===== config.mk =====
export PLATFORM = sky130hd
export DESIGN_NAME = fsm_input_conditioner
export DESIGN_NICKNAME = d
export VERILOG_FILES = /design/src/rtl/fsm_input_pkg.sv /design/src/rtl/input_debounce.sv /design/src/rtl/fsm_input_conditioner.sv
export SDC_FILE = /design/constraint.sdc
export NUM_CORES = 1
export LEC_CHECK = 0
export CELL_PAD_IN_SITES_DETAIL_PLACEMENT = 0
export CELL_PAD_IN_SITES_GLOBAL_PLACEMENT = 1
export CORE_MARGIN = 5
export CORE_UTILIZATION = 48
export CTS_BUF_LIST = sky130_fd_sc_hd__clkbuf_2 sky130_fd_sc_hd__clkbuf_4 sky130_fd_sc_hd__clkbuf_8
export CTS_CLUSTER_SIZE = 14
export DETAILED_ROUTE_END_ITERATION = 10
export PLACE_DENSITY = 0.86
export SLEW_MARGIN = 20
export SYNTH_ARGS = -nofsm -noshare
export SYNTH_HDL_FRONTEND = slang
export SYNTH_HIERARCHICAL = 1
export SYNTH_SLANG_ARGS = --single-unit

===== constraint.sdc =====
create_clock -name clk -period 1.93 [get_ports clk]
set_clock_uncertainty 0.2 [all_clocks]
set_input_delay 0.386 -clock clk [delete_from_list [all_inputs] [get_ports clk]]
set_output_delay 0.386 -clock clk [all_outputs]
set_load 0.01 [all_outputs]

===== src/rtl/fsm_input_pkg.sv =====
// Shared types and command codes for the push-button input conditioner.
package fsm_input_pkg;

    typedef enum logic [1:0] {
        IDLE    = 2'd0,
        CHORD   = 2'd1,
        EMIT    = 2'd2,
        RELEASE = 2'd3
    } cond_state_t;

    localparam logic [1:0] CODE_IDLE = 2'b00;
    localparam logic [1:0] CODE_B1   = 2'b10;
    localparam logic [1:0] CODE_B2   = 2'b01;
    localparam logic [1:0] CODE_BOTH = 2'b11;

endpackage


===== src/rtl/input_debounce.sv =====
// One button line: 2-flop synchroniser followed by a counting debouncer.
module input_debounce #(
    parameter int unsigned DEBOUNCE_CYCLES = 16
) (
    input  logic clk,
    input  logic reset_n,
    input  logic btn_raw,
    output logic level
);

    localparam int unsigned CNT_W = $clog2(DEBOUNCE_CYCLES + 1);
    localparam logic [CNT_W-1:0] CNT_LAST = CNT_W'(DEBOUNCE_CYCLES - 1);

    logic             sync1;
    logic             sync2;
    logic [CNT_W-1:0] cnt;

    // Level flips only after the synced line disagrees for DEBOUNCE_CYCLES cycles.
    always_ff @(posedge clk or negedge reset_n) begin
        if (!reset_n) begin
            sync1 <= 1'b0;
            sync2 <= 1'b0;
            cnt   <= '0;
            level <= 1'b0;
        end else begin
            sync1 <= btn_raw;
            sync2 <= sync1;
            if (sync2 == level) begin
                cnt <= '0;
            end else if (cnt == CNT_LAST) begin
                level <= ~level;
                cnt   <= '0;
            end else begin
                cnt <= cnt + CNT_W'(1);
            end
        end
    end

endmodule


===== src/rtl/fsm_input_conditioner.sv =====
// Debounces two buttons, merges chords and emits one-cycle command codes.
// Optional autorepeat while held: define FSM_COND_AUTOREPEAT_EN.
module fsm_input_conditioner
    import fsm_input_pkg::*;
#(
    parameter int unsigned DEBOUNCE_CYCLES = 16,
    parameter int unsigned CHORD_CYCLES    = 4,
    parameter int unsigned REPEAT_CYCLES   = 1000
) (
    input  logic clk,
    input  logic reset_n,
    input  logic btn1_raw,
    input  logic btn2_raw,
    output logic input1,
    output logic input2,
    output logic cmd_valid,
    output logic busy
);

    localparam int unsigned TIMER_W = (CHORD_CYCLES > 1) ? $clog2(CHORD_CYCLES) : 1;
    localparam logic [TIMER_W-1:0] TIMER_LAST = TIMER_W'(CHORD_CYCLES - 1);

    if (DEBOUNCE_CYCLES < 1) begin : g_bad_debounce
        $error("DEBOUNCE_CYCLES must be at least 1");
    end
    if (CHORD_CYCLES < 1) begin : g_bad_chord
        $error("CHORD_CYCLES must be at least 1");
    end
    if (REPEAT_CYCLES < 2) begin : g_bad_repeat
        $error("REPEAT_CYCLES must be at least 2");
    end

    logic db1;
    logic db2;
    logic [1:0] db;

    input_debounce #(.DEBOUNCE_CYCLES(DEBOUNCE_CYCLES)) u_db1 (
        .clk     (clk),
        .reset_n (reset_n),
        .btn_raw (btn1_raw),
        .level   (db1)
    );

    input_debounce #(.DEBOUNCE_CYCLES(DEBOUNCE_CYCLES)) u_db2 (
        .clk     (clk),
        .reset_n (reset_n),
        .btn_raw (btn2_raw),
        .level   (db2)
    );

    assign db = (db1 ? CODE_B1 : CODE_IDLE) | (db2 ? CODE_B2 : CODE_IDLE);

    cond_state_t        state;
    cond_state_t        state_next;
    logic [1:0]         code;
    logic [1:0]         code_next;
    logic [TIMER_W-1:0] timer;
    logic [TIMER_W-1:0] timer_next;
    logic [1:0]         cmd;
    logic [1:0]         cmd_next;

`ifdef FSM_COND_AUTOREPEAT_EN
    localparam int unsigned RPT_W = $clog2(REPEAT_CYCLES);
    localparam logic [RPT_W-1:0] RPT_LAST = RPT_W'(REPEAT_CYCLES - 1);

    logic [RPT_W-1:0] rpt;
    logic [RPT_W-1:0] rpt_next;

    always_ff @(posedge clk or negedge reset_n) begin
        if (!reset_n) begin
            rpt <= '0;
        end else begin
            rpt <= rpt_next;
        end
    end
`endif

    always_ff @(posedge clk or negedge reset_n) begin
        if (!reset_n) begin
            state     <= IDLE;
            code      <= CODE_IDLE;
            timer     <= '0;
            cmd       <= CODE_IDLE;
            cmd_valid <= 1'b0;
            busy      <= 1'b0;
        end else begin
            state     <= state_next;
            code      <= code_next;
            timer     <= timer_next;
            cmd       <= cmd_next;
            cmd_valid <= (cmd_next != CODE_IDLE);
            busy      <= (state_next != IDLE);
        end
    end

    // Next-state logic; cmd_next is non-zero only on edges that enter EMIT.
    always_comb begin
        state_next = state;
        code_next  = code;
        timer_next = timer;
        cmd_next   = CODE_IDLE;
`ifdef FSM_COND_AUTOREPEAT_EN
        rpt_next   = rpt;
`endif
        case (state)
            IDLE: begin
                if (db != CODE_IDLE) begin
                    code_next  = db;
                    timer_next = '0;
                    state_next = CHORD;
                end
            end
            CHORD: begin
                code_next = (code | db) & CODE_BOTH;
                if (timer == TIMER_LAST) begin
                    cmd_next   = code_next;
                    state_next = EMIT;
`ifdef FSM_COND_AUTOREPEAT_EN
                    rpt_next   = '0;
`endif
                end else begin
                    timer_next = timer + TIMER_W'(1);
                end
            end
            EMIT: begin
                state_next = RELEASE;
`ifdef FSM_COND_AUTOREPEAT_EN
                rpt_next   = rpt + RPT_W'(1);
`endif
            end
            RELEASE: begin
                if (db == CODE_IDLE) begin
                    state_next = IDLE;
                end
`ifdef FSM_COND_AUTOREPEAT_EN
                // Repeat period counts from the emitting edge; any change of db restarts it.
                else if (db == code) begin
                    if (rpt == RPT_LAST) begin
                        cmd_next   = code;
                        rpt_next   = '0;
                        state_next = EMIT;
                    end else begin
                        rpt_next = rpt + RPT_W'(1);
                    end
                end else begin
                    rpt_next = '0;
                end
`endif
            end
            default: begin
                state_next = IDLE;
            end
        endcase
    end

    assign input1 = cmd[1];
    assign input2 = cmd[0];

endmodule


==> impl_metrics.tcl, run 1 <==
set metrics [dict create \
    root_buffer "clkbuf_4" \
    critical_path_buf_inv_count 1 \
    arrival_ps 1210 \
    synth_top_family_by_area "simple AND/OR/NAND/NOR gates" \
    synth_nets 92 \
    rows 17 \
    setup_viol 0 \
    power.density_nw_per_um2 762.2 \
    crit_family "buffers and inverters" \
    ctsHoldBuffers 0 \
    grt_pass1_vias 661 \
    ff2ff_path_depth 3 \
    reg2reg_from "timer[0]" \
    post_cts_buffers 0 \
    syn-instance-count 85 \
    grt_pass1_wl_um 2794 \
    period_share_pct 92.87 \
    slew_headroom_pct 79.12 \
    synth-edff-count 0 \
    synth-main-ff-cell "dfrtp_1" \
    grt_max_degree 27 \
    netlist_area_um2 1082 \
    rr_endpoint "timer[0]" \
    drtAntennaViolNets 0 \
    synth_fa_ha_area_share_pct 3.468 \
    ys_seq_area_share_pct 60.12 \
    io_buffers 7 \
    wl_um 1526 \
    grt-ovfl-total 0 \
    cp-start-kind "register" \
    wire_per_inst_um 12.41 \
    slew_viol_final 0 \
    clk_latency_ps 310 \
    worst_slack_ps 137.6 \
    num_vias 625 \
    layout_commonest_cell "dfrtp_1" \
    syn_to_final_growth_pct 11.68 \
    ys_warn_count 6 \
    drt_iter0_drc 0 \
    post_drt_via_cell_ratio 5.081 \
    hold_start "u_db2/sync1" \
    ys_types 25 \
    finalHoldViolations 0 \
    n_antenna_cell 0 \
    hp-class "reg2reg" \
    start_util_pct 49.40 \
    num-nets-final 103 \
    criticalPathCategory "reg2out" \
    drt_pass1_iterations 1 \
    max_freq_mhz 557.9 \
    status "completed" \
    core_area_um2 2191 \
    rsz0062_at_grt "no" \
    drive_gt1_share_pct 15.79 \
    crit_chain "clkdlybuf4s50_1" \
    post_cts_resized 0 \
    ys_async_sr_fraction_pct 100.0 \
    min_delay_path_depth 0 \
    clockBufferDepth 2 \
    synth_compound_area_share_pct 4.971 \
    pre_cts_ws_ps 356.8 \
    critPathMaxFanout 1 \
    grt_usage_pct 11.11 \
    whs_endpoint "u_db2/sync2" \
    rrSetupSlack_ps 340 \
    numCtsBuffers 3 \
    dpl.hpwl_um 1108 \
    endpoint_kind "primary output" \
    synth_xor_area_share_pct 5.665 \
    ys_seq_elements 26 \
    h-tree-depth 1 \
    maxCapViolCount 0 \
    clk_pin_slew_ps 130 \
    avgSynthCellArea_um2 12.73 \
    drc 0 \
    die_area_um2 3305 \
    tritoncts "done" \
    fp.dieW_um 57.49 \
    ioPinCount 8 \
    p_leak_nw 0.5839 \
    synthSimpleGateAreaFrac_pct 20.58 \
    critical_path_required_ps 1340 \
    antenna_found_initial 0 \
    slowest_stage "clkdlybuf4s50_1" \
    tns_ps 0 \
    die_h_um 57.49 \
    synth.area.mux_share_pct 2.081 \
    place_congestion 0.6345 \
    tightest_slew_ps 313.2 \
    critical_path.startpoint "cmd[0]" \
    layout_common_cells "dfrtp_1 (26), nor2_1 (8), xor2_1 (7), clkdlybuf4s50_1 (7)" \
    clkSinkCount 26 \
    ir_drop_uv 398.8 \
    cpPeakStageDelay_ps 540 \
    fin_crit_ps 1792 \
]
area by class of cell:
class	count	area (um^2)
inverter	3	11.26
multi-input combinational	54	397.9
timing repair buffer	8	77.57
tap	28	35.03
clock buffer	4	36.28
fill	192	982.2
sequential	26	650.6
logic make-up after synthesis:
group / after synthesis
flip-flops: 26
AO/OA/AOI/OAI: 7
AND/OR/NAND/NOR: 35
XOR/XNOR: 7
buffers and inverters: 5
multiplexers: 2
adder cells (fa/ha/maj): 3
power breakdown:
group	switching, mW	total (mW)	internal, mW	leakage [nW]
combinational	0.0333	0.0663	0.0331	0.215
sequential	0.0220	0.592	0.570	0.348
clock	0.148	0.263	0.115	0.0210
total	0.203	0.921	0.718	0.584
cells in the mapped netlist, types with 3 or more instances:
library cell / instances / share of area (%)
nand3_1: 4 / 1.8
nor2_1: 8 / 2.8
or4b_1: 3 / 2.8
dfrtp_1: 26 / 60
inv_1: 3 / 1.0
ha_1: 3 / 3.5
nor2_2: 4 / 2.3
xor2_1: 7 / 5.7
metrics by stage:
step                      hold WS [ps]  power, mW  area [um^2]  cells  util, %
after floorplan                 -109.6     0.6405         1082     85        -
after global placement           135.4     0.6649         1172    119    53.51
after detailed placement         137.9     0.6716         1172    119    53.51
after CTS                        169.2     0.9408         1209    123    55.17
after global routing             177.6     0.9846         1209    123    55.17
final                            164.8     0.9212         1209    123    55.17
sequential cells by signal (all words and copies together) (netlist names):
name	flops
state	2
u_db2/level	1
u_db1/sync1	1
u_db1/cnt	5
cmd_valid	1
busy	1
u_db2/sync1	1
u_db2/cnt	5
u_db1/level	1
u_db2/sync2	1
code	2
timer	2
cmd	2
u_db1/sync2	1
how the worst max path moves through the flow:
stage	endpoint	slack, ps	cells after the start
2_1_floorplan	timer[0]	440	3
3_3_place_gp	timer[0]	410	3
3_5_place_dp	timer[0]	360	3
4_1_cts	input2	100	1
5_1_grt	input2	50	1
6_report	input2	140	1
metal layers:
layer  global-route usage [%]  vias to the layer above  share of wire [%]
met4                    5.960                        0                1.9
met3                    2.715                        4                4.0
met1                    13.92                      300                 48
met5                        0                        -                  0
li1                         -                      312                  -
met2                    17.58                        9                 46
Note: power is estimated with default switching activity, not from simulation.
==> run 2, diff against run 1 <==
--- a/config.mk
+++ b/config.mk
@@ -5,10 +5,11 @@
 export SDC_FILE = /design/constraint.sdc
 export NUM_CORES = 1
 export LEC_CHECK = 0
-export CELL_PAD_IN_SITES_DETAIL_PLACEMENT = 0
+export ABC_AREA = 1
+export CELL_PAD_IN_SITES_DETAIL_PLACEMENT = 1
 export CELL_PAD_IN_SITES_GLOBAL_PLACEMENT = 1
 export CORE_MARGIN = 5
-export CORE_UTILIZATION = 48
+export CORE_UTILIZATION = 45
 export CTS_BUF_LIST = sky130_fd_sc_hd__clkbuf_2 sky130_fd_sc_hd__clkbuf_4 sky130_fd_sc_hd__clkbuf_8
 export CTS_CLUSTER_SIZE = 14
 export DETAILED_ROUTE_END_ITERATION = 10
==> run 2 against run 1 <==
  * Clock power decreased by 18%
  * Power is 5.2% lower
  * Sequential power barely moved
  * Global-route usage rose by 3.1 points
==> impl_metrics.tcl, run 2 <==
set metrics [dict create \
    status "completed" \
    drtAntennaViolNets 0 \
    power.density_nw_per_um2 727.1 \
    grt_max_degree 27 \
    root_buffer "clkbuf_4" \
    dpl.hpwl_um 1508 \
    top_layer_used "met4" \
    top_regs "u_db1/cnt x5, u_db2/cnt x5" \
    hp-class "reg2reg" \
    clk_latency_ps 310 \
    reg2reg_from "u_db2/cnt[0]" \
    slowest_stage "clkdlybuf4s50_1" \
    wl_um 1908 \
    period_share_pct 91.88 \
    drt_iter0_drc 13 \
    min_delay_path_depth 0 \
    route.met2.wl_um 989 \
    h-tree-depth 1 \
    critical_path_depth 1 \
    synth_top_area_share_pct 61.03 \
    syn-instance-count 115 \
    rrSetupSlack_ps 640 \
    ys_async_sr_fraction_pct 100.0 \
    fp.dieW_um 58.67 \
    rsz0062_at_grt "no" \
    io_buffers 7 \
    place_area_um2 1179 \
    ir_drop_uv 512.5 \
    critical_path_buf_inv_count 1 \
    max_freq_mhz 563.9 \
    ctsHoldBuffers 0 \
    final_core_util_pct 53.78 \
    grt-ovfl-total 0 \
    die_h_um 58.67 \
    drive_gt1_share_pct 6.349 \
    num_vias 785 \
    nFillCells 267 \
    met3_length_um 51 \
    place_congestion 0.7451 \
    setup_viol 0 \
    syn_to_final_growth_pct 12.68 \
    synth_commonest_cells "nand2_1 (34), dfrtp_1 (26), nor2_1 (22)" \
    ff2ff_path_depth 4 \
    layout_commonest_cell "nand2_1" \
    die_area_um2 3442 \
    finalHoldViolations 0 \
    synth-main-ff-cell "dfrtp_1" \
    netlist_area_um2 1066 \
    post_cts_resized 0 \
    drt_pass1_iterations 4 \
    crit_chain "clkdlybuf4s50_1" \
    n_antenna_cell 0 \
    maxCapViolCount 0 \
    drc 0 \
    post_cts_buffers 0 \
    tritoncts "done" \
    cpPeakStageDelay_ps 530 \
    ys_seq_elements 26 \
    grt_pass1_wl_um 3677 \
    tightest_slew_ps 325.3 \
    slew_viol_final 0 \
    avgSynthCellArea_um2 9.270 \
    met1Wirelength_um 831 \
    clockBufferDepth 2 \
    endpoint_kind "primary output" \
    post_drt_via_cell_ratio 5.097 \
    synth-edff-count 0 \
    critPathMaxFanout 1 \
    wire_per_inst_um 12.39 \
    slew_headroom_pct 78.32 \
    num-nets-final 135 \
    whs_endpoint "u_db1/sync2" \
    critical_path_required_ps 1340 \
    holdWs_ps 161.1 \
    tns_ps 0 \
    ys_types 14 \
    numCtsBuffers 3 \
    start_util_pct 47.73 \
    clk_pin_slew_ps 120 \
    ys_warn_count 6 \
    synth_most_common_cell "nand2_1" \
    p_leak_nw 0.6196 \
    core_area_um2 2233 \
    ys_seq_area_share_pct 61.03 \
    yosys.area.top_type "dfrtp_1" \
    synth_area_leaders "dfrtp_1 (61%), nand2_1 (12%), nor2_1 (7.7%)" \
    hold_start "u_db1/sync1" \
    clkSinkCount 26 \
    synth_nets 122 \
    rows 17 \
    layout_common_cells "nand2_1 (34), dfrtp_1 (26), nor2_1 (22)" \
    arrival_ps 1190 \
    antenna_found_initial 0 \
    grt_usage_pct 14.17 \
    finish.instance_area_um2 1201 \
    fin_crit_ps 1773 \
    criticalPathCategory "reg2out" \
    grt_pass1_vias 901 \
    cp-start-kind "register" \
    rr_endpoint "u_db2/cnt[3]" \
    crit_family "buffers and inverters" \
    ioPinCount 8 \
]
==> run 2: cell types whose count changed in the layout (fill, tap and decap cells not counted), sizes merged, moves of 3 or more <==
cell   change
inv        +9
nand2     +32
xor2       -7
nand4      +3
or4b       -3
nor2      +11
==> run 2: cells by family (layout without fill, tap and decap cells) <==
group / count (synthesis) / in the layout / share of synthesized area (%)
AND/OR/NAND/NOR: 68 / 68 / 27.46
flip-flops: 26 / 26 / 61.03
adder cells (fa/ha/maj): 3 / 3 / 3.522
AO/OA/AOI/OAI: 4 / 4 / 2.113
buffers and inverters: 12 / 23 / 4.225
XOR/XNOR: 2 / 2 / 1.643
==> run 2: per-stage QoR <==
step	cells	total power, mW	worst slack, ps
floorplan	115	0.6367	738.3
global placement	151	0.6647	519.6
detailed placement	151	0.6718	502.5
CTS	154	0.8922	132.6
global route	154	0.9330	83.36
finish	154	0.8734	156.6
==> run 2: how the worst max path moves through the flow <==
stage / start / endpoint
after detailed placement: cmd_valid / cmd_valid
after global placement: busy / busy
after CTS: cmd_valid / cmd_valid
after global routing: cmd_valid / cmd_valid
after floorplan: timer[0] / timer[1]
final: cmd_valid / cmd_valid
==> run 2: layout make-up <==
type                    count  area [um^2]  area share [%]
flip-flops and latches     26        650.6           54.17
multi-input cells          77        370.4           30.83
repair buffers              8        77.57           6.458
inverters                  12        45.04           3.750
well taps                  28        35.03           2.917
clock buffers               3        22.52           1.875
==> run 2: routing by layer <==
layer,up-vias,track usage (%)
li1,383,-
met1,389,16.57
met2,9,25.04
met3,4,2.193
met4,0,7.120
met5,-,0
==> run 2: power by group <==
group,total (mW),internal (mW),switching [mW]
Combinational,0.0680,0.0294,0.0386
Sequential,0.591,0.570,0.0207
Clock,0.215,0.0729,0.142
Total,0.873,0.672,0.201
